**src/rtl/ps2_pkg.sv**
```systemverilog
// Shared PS/2 definitions: receiver state encoding, frame constants and the
// scan codes consumed by key_decoder and ps2_status.
package ps2_pkg;

  typedef enum logic [1:0] {
    IDLE   = 2'd0,
    DATA   = 2'd1,
    PARITY = 2'd2,
    STOP   = 2'd3
  } rx_state_e;

  localparam int FRAME_DATA_BITS = 8;

  localparam logic START_LVL = 1'b0;
  localparam logic STOP_LVL  = 1'b1;

  localparam logic [7:0] SC_W     = 8'h1D;
  localparam logic [7:0] SC_A     = 8'h1C;
  localparam logic [7:0] SC_S     = 8'h1B;
  localparam logic [7:0] SC_D     = 8'h23;
  localparam logic [7:0] SC_SPACE = 8'h29;
  localparam logic [7:0] SC_R     = 8'h2D;
  localparam logic [7:0] SC_BREAK = 8'hF0;

  // Odd parity holds when data ones plus the parity bit give an odd count.
  function automatic logic odd_parity_ok(input logic [7:0] data, input logic par);
    return ^{data, par};
  endfunction

endpackage

```
**src/rtl/ps2_line_filter.sv**
```systemverilog
// Two-flop synchronizer with an optional FILTER_LEN-sample glitch filter and a
// one-cycle falling-edge pulse derived from the (filtered) level.
module ps2_line_filter #(
  parameter int FILTER_LEN = 8,
  parameter bit FILTER_EN  = 1'b1
) (
  input  logic clk,
  input  logic rst,
  input  logic raw,
  output logic level,
  output logic fall
);

  logic [1:0] sync_q;
  logic       lvl;
  logic       lvl_d;

  // Idle PS/2 lines are high, so the synchronizer comes out of reset high.
  always_ff @(posedge clk or posedge rst) begin
    if (rst) begin
      sync_q <= 2'b11;
    end else begin
      sync_q <= {sync_q[0], raw};
    end
  end

  generate
    if (FILTER_EN) begin : g_filter
      localparam int CW = $clog2(FILTER_LEN + 1);
      localparam logic [CW-1:0] CNT_LAST = CW'(FILTER_LEN - 1);

      logic [CW-1:0] cnt;
      logic          filt;

      // cnt counts consecutive samples that disagree with the current level;
      // the level follows only once FILTER_LEN of them have been seen.
      always_ff @(posedge clk or posedge rst) begin
        if (rst) begin
          cnt  <= '0;
          filt <= 1'b1;
        end else if (sync_q[1] == filt) begin
          cnt <= '0;
        end else if (cnt >= CNT_LAST) begin
          filt <= sync_q[1];
          cnt  <= '0;
        end else begin
          cnt <= cnt + 1'b1;
        end
      end

      assign lvl = filt;
    end else begin : g_bypass
      assign lvl = sync_q[1];
    end
  endgenerate

  always_ff @(posedge clk or posedge rst) begin
    if (rst) begin
      lvl_d <= 1'b1;
    end else begin
      lvl_d <= lvl;
    end
  end

  assign level = lvl;
  assign fall  = lvl_d & ~lvl;

endmodule

```
**src/rtl/ps2_rx.sv**
```systemverilog
// PS/2 device-to-host receiver: filters the keyboard clock and deframes 11-bit
// frames into scan_code/scan_ready. Define PS2_RX_PARITY_CHECK_EN to reject bad parity.
module ps2_rx #(
  parameter int FILTER_LEN  = 8,
  parameter int BIT_TIMEOUT = 10000
) (
  input  logic       clk,
  input  logic       rst,
  input  logic       ps2_clk,
  input  logic       ps2_dat,
  output logic [7:0] scan_code,
  output logic       scan_ready,
  output logic       frame_err
);
  import ps2_pkg::*;

  localparam int TW = $clog2(BIT_TIMEOUT + 1);
  localparam int BW = $clog2(FRAME_DATA_BITS + 1);
  localparam int IW = $clog2(FRAME_DATA_BITS);
  localparam logic [TW-1:0] TO_LAST  = TW'(BIT_TIMEOUT - 1);
  localparam logic [TW-1:0] TO_MAX   = TW'(BIT_TIMEOUT);
  localparam logic [BW-1:0] BIT_LAST = BW'(FRAME_DATA_BITS - 1);

  logic clk_level_unused;
  logic clk_fall;
  logic dat_s;
  logic dat_fall_unused;

  ps2_line_filter #(
    .FILTER_LEN (FILTER_LEN),
    .FILTER_EN  (1'b1)
  ) u_clk_filter (
    .clk   (clk),
    .rst   (rst),
    .raw   (ps2_clk),
    .level (clk_level_unused),
    .fall  (clk_fall)
  );

  // Data only needs synchronizing: it is stable around the filtered clock fall.
  ps2_line_filter #(
    .FILTER_LEN (FILTER_LEN),
    .FILTER_EN  (1'b0)
  ) u_dat_sync (
    .clk   (clk),
    .rst   (rst),
    .raw   (ps2_dat),
    .level (dat_s),
    .fall  (dat_fall_unused)
  );

  rx_state_e         state, state_n;
  logic [BW-1:0]     bit_cnt, bit_cnt_n;
  logic [7:0]        shift, shift_n;
  logic              parity_bit, parity_n;
  logic [TW-1:0]     to_cnt, to_cnt_n;
  logic [7:0]        code_n;
  logic              ready_n;
  logic              err_n;
  logic              to_hit;
  logic              frame_ok;

`ifdef PS2_RX_PARITY_CHECK_EN
  assign frame_ok = (dat_s == STOP_LVL) && odd_parity_ok(shift, parity_bit);
`else
  logic parity_unused;
  assign parity_unused = parity_bit;
  assign frame_ok      = (dat_s == STOP_LVL);
`endif

  // A fall in the same cycle always wins over the timeout.
  assign to_hit = (state != IDLE) && !clk_fall && (to_cnt >= TO_LAST);

  always_ff @(posedge clk or posedge rst) begin
    if (rst) begin
      state      <= IDLE;
      bit_cnt    <= '0;
      shift      <= '0;
      parity_bit <= 1'b0;
      to_cnt     <= '0;
      scan_code  <= 8'h00;
      scan_ready <= 1'b0;
      frame_err  <= 1'b0;
    end else begin
      state      <= state_n;
      bit_cnt    <= bit_cnt_n;
      shift      <= shift_n;
      parity_bit <= parity_n;
      to_cnt     <= to_cnt_n;
      scan_code  <= code_n;
      scan_ready <= ready_n;
      frame_err  <= err_n;
    end
  end

  always_comb begin
    state_n   = state;
    bit_cnt_n = bit_cnt;
    shift_n   = shift;
    parity_n  = parity_bit;
    to_cnt_n  = to_cnt;
    code_n    = scan_code;
    ready_n   = 1'b0;
    err_n     = 1'b0;

    if (state == IDLE || clk_fall) begin
      to_cnt_n = '0;
    end else if (to_cnt != TO_MAX) begin
      to_cnt_n = to_cnt + 1'b1;
    end

    if (clk_fall) begin
      case (state)
        IDLE: begin
          if (dat_s == START_LVL) begin
            state_n   = DATA;
            bit_cnt_n = '0;
            shift_n   = '0;
          end
        end
        DATA: begin
          shift_n[bit_cnt[IW-1:0]] = dat_s;
          bit_cnt_n                = bit_cnt + 1'b1;
          if (bit_cnt == BIT_LAST) begin
            state_n = PARITY;
          end
        end
        PARITY: begin
          parity_n = dat_s;
          state_n  = STOP;
        end
        STOP: begin
          state_n = IDLE;
          if (frame_ok) begin
            code_n  = shift;
            ready_n = 1'b1;
          end else begin
            err_n = 1'b1;
          end
        end
        default: state_n = IDLE;
      endcase
    end else if (to_hit) begin
      // Abandon the partial frame; the next start bit clears the shift register.
      state_n = IDLE;
      err_n   = 1'b1;
    end
  end

endmodule

```
**config.mk**
```make
export PLATFORM = sky130hd
export DESIGN_NAME = ps2_rx
export DESIGN_NICKNAME = d
export VERILOG_FILES = /design/src/rtl/ps2_pkg.sv /design/src/rtl/ps2_line_filter.sv /design/src/rtl/ps2_rx.sv
export SDC_FILE = /design/constraint.sdc
export NUM_CORES = 1
export LEC_CHECK = 0
export ABC_CLOCK_PERIOD_IN_PS = 2800
export CORE_ASPECT_RATIO = 1.1
export CORE_MARGIN = 1.5
export CORE_UTILIZATION = 41
export CTS_CLUSTER_DIAMETER = 80
export DETAILED_ROUTE_END_ITERATION = 6
export PLACE_DENSITY = 0.66
export SLEW_MARGIN = 25
export SYNTH_ARGS = -nofsm -noshare
export SYNTH_HDL_FRONTEND = slang
export SYNTH_SLANG_ARGS = --single-unit
```
**constraint.sdc**
```tcl
create_clock -name clk -period 2.8 [get_ports clk]
set_input_delay 0.84 -clock clk [delete_from_list [all_inputs] [get_ports clk]]
set_output_delay 0.84 -clock clk [all_outputs]
set_load 0.02 [all_outputs]
```
==> reports/metrics.cfg <==
[global_routing]
grt_use_total_pct = 14.47
grt_max_degree = 28
antenna_found_initial = 0
grt_pass1_wl_microns = 6630
grt_overflow_total = 0
grt_pass1_vias = 1462

[timing]
max_freq_mhz = 479.1
tightest_slew_ns = 0.7707
setup-tns-final_ns = 0
fin_worst_skew_ns = 0.007099
final.min_clock_period_ns = 2.087
rsz0062_at_grt = false
max_slew_margin_pct = 48.39
final_hold_viol_count = 0
setup-violations-final = 0
slew_viol_final = 0
min_period_over_period_pct = 74.55

[route]
wl_microns = 3752
drc = 0
antenna_left = 0
viasPerCell = 5.061
drtIter0Drc = 100
drtPass1Iterations = 4
avgRoutedWirePerCell_microns = 12.68
vias = 1498

[clock_tree]
holdBufCountCts = 0
htree_levels = 2
cts_tree = yes
clock_latency_ns = 0.30
cts_made_buffers = 5
cts_sinks = 48
clkTransAtPathRegs_ns = 0.08
cts_max_path_buffers = 2
cts-root-buf = clkbuf_8
cts_setup_buffers = 0
cts_resized = 0

[synth]
yosys_warnings = 0
ys_seq_area_share_pct = 53.76
syn-mean-instance-area_sq_um = 10.81
syn_nets = 220
synth_edf_count = 0
async_reset_ff_share_pct = 100.0
syn_inst = 208
ys_types = 44
yosys_most_used_dff = dfrtp_1
ys_ff_latch = 48
syn_area_sq_um = 2248

[finish]
post-route-util_pct = 47.53
diodes = 0
area_growth_pct = 12.58
nets = 233
final_cell_area_sq_um = 2531
nFillCells = 536
drive_gt1_share_pct = 13.12

[hold_path]
min_path_cells = 0
min_path_type = reg2reg

[worst_setup_path]
crit_path_max_fanout = 2
ff2ff_setup_slack_ns = 0.82
slowest_stage = clkdlybuf4s50_1
endpoint_kind = output pin
crit_cells = 1
cp-start-kind = flop
crit_family = buffers and inverters
cp.arrival_ns = 1.25
cp_cell_sequence = clkdlybuf4s50_1
reg2reg_depth = 4
cp.required_ns = 1.96
reg2reg_to = bit_cnt[3]
critPathMaxStageDelay_ns = 0.60
critPathBufInv = 1
startpoint = scan_code[1]
r2r-start = u_clk_filter.lvl_d
cp-endpoint = scan_code[1]
path_class = reg2out

[placed_design]
placed_area_sq_um = 2454
finalWeightedCongestion = 0.7401
io_buffers = 13
hpwl_microns = 2627

[floorplan]
rows = 28
die_w_microns = 73.61
dieArea_sq_um = 5938
core_sq_um = 5325
io_pins = 14
die_h_microns = 80.67
initial_core_util_pct = 42.22

[power_and_ir_drop]
leakage_nw = 1.104
ir_worst_vdd_mv = 0.3890
p_per_area_nw_per_um2 = 649.6

[flow_run]
drv_cap = 0

[run_status]
status = finished, final reports clean

[worst min path at each step]
stage                                start                      to  slack [ns]
floorplan           u_clk_filter.sync_q[0]  u_clk_filter.sync_q[1]        0.35
global placement    u_clk_filter.sync_q[0]  u_clk_filter.sync_q[1]        0.35
detailed placement    u_dat_sync.sync_q[0]    u_dat_sync.sync_q[1]        0.35
CTS                   u_dat_sync.sync_q[0]    u_dat_sync.sync_q[1]        0.36
global route        u_clk_filter.sync_q[0]  u_clk_filter.sync_q[1]        0.37
finish                u_dat_sync.sync_q[0]    u_dat_sync.sync_q[1]        0.36
[per-stage QoR]
| step | setup slack, ns | instances | hold slack [ns] | power (mW) |
|---|---|---|---|---|
| 2_1_floorplan | 0.8255 | 208 | 0.3452 | 1.190 |
| 3_3_place_gp | 0.8949 | 289 | 0.3463 | 1.269 |
| 3_5_place_dp | 0.8044 | 289 | 0.3496 | 1.278 |
| 4_1_cts | 0.6983 | 296 | 0.3618 | 1.668 |
| 5_1_grt | 0.6425 | 296 | 0.3654 | 1.776 |
| 6_report | 0.7127 | 296 | 0.3602 | 1.644 |
[metal layers]
metal / up-vias / part of all wire (%) / global-route usage [%]
met2: 17 / 49 / 23.42
li1: 755 / - / -
met5: - / 0 / 0
met3: 4 / 2.8 / 4.141
met1: 722 / 47 / 18.34
met4: 0 / 1.1 / 5.000
[area by class of cell]
cell class              count  area (sq um)  area share, %
well taps                  75         93.84          3.707
clock inverters             1         5.005         0.1977
repair buffers             14         150.1          5.932
clock buffers               6         72.57          2.867
flip-flops and latches     48          1209          47.75
inverters                  12         45.04          1.780
multi-input cells         140         955.9          37.77
[sequential cells by signal (all words and copies together) (netlist names)]
| name | flops |
|---|---|
| state | 2 |
| to_cnt | 14 |
| bit_cnt | 4 |
| scan_ready | 1 |
| u_dat_sync.sync_q | 2 |
| scan_code | 8 |
| u_clk_filter.lvl_d | 1 |
| u_clk_filter.g_filter.cnt | 4 |
| shift | 8 |
| frame_err | 1 |
| u_clk_filter.level | 1 |
| u_clk_filter.sync_q | 2 |
[cells by family after synthesis]
| logic type | count (synthesis) | share of synthesized area, % |
|---|---|---|
| buffers and inverters | 20 | 3.728 |
| adder cells (fa/ha/maj) | 8 | 4.452 |
| XOR/XNOR | 10 | 3.895 |
| flip-flops | 48 | 53.76 |
| multiplexers | 12 | 5.843 |
| AND/OR/NAND/NOR | 68 | 16.53 |
| AO/OA/AOI/OAI | 42 | 11.80 |
[where the power goes]
group | internal, mW | leakage [nW] | switching [mW]
logic | 0.141 | 0.421 | 0.256
clock network | 0.170 | 0.0410 | 0.215
registers | 0.775 | 0.642 | 0.0866
[layout by cell type (no fill, tap or decap), types with 6 or more instances in the layout]
cell,synthesis,final
dfrtp_1,42,42
nand2_1,17,17
nor2_1,17,17
o21ai_0,15,15
clkdlybuf4s50_1,0,13
inv_1,12,11
mux2_2,9,9
nand3_1,8,8
ha_1,8,8
a21oi_1,6,6
dfstp_2,6,6
[Yosys cell counts, types with 5 or more instances]
master    n  area, sq um
xnor2_1   5        43.79
nor2_1   17        63.81
nand2_1  17        63.81
o31ai_1   5        37.54
o21ai_0  15        75.07
ha_1      8        100.1
xor2_1    5        43.79
dfrtp_1  42         1051
inv_1    12        45.04
a21oi_1   6        30.03
nand3_1   8        40.04
mux2_2    9        101.4
dfstp_2   6        157.7
Note: power is estimated with default switching activity, not from simulation.
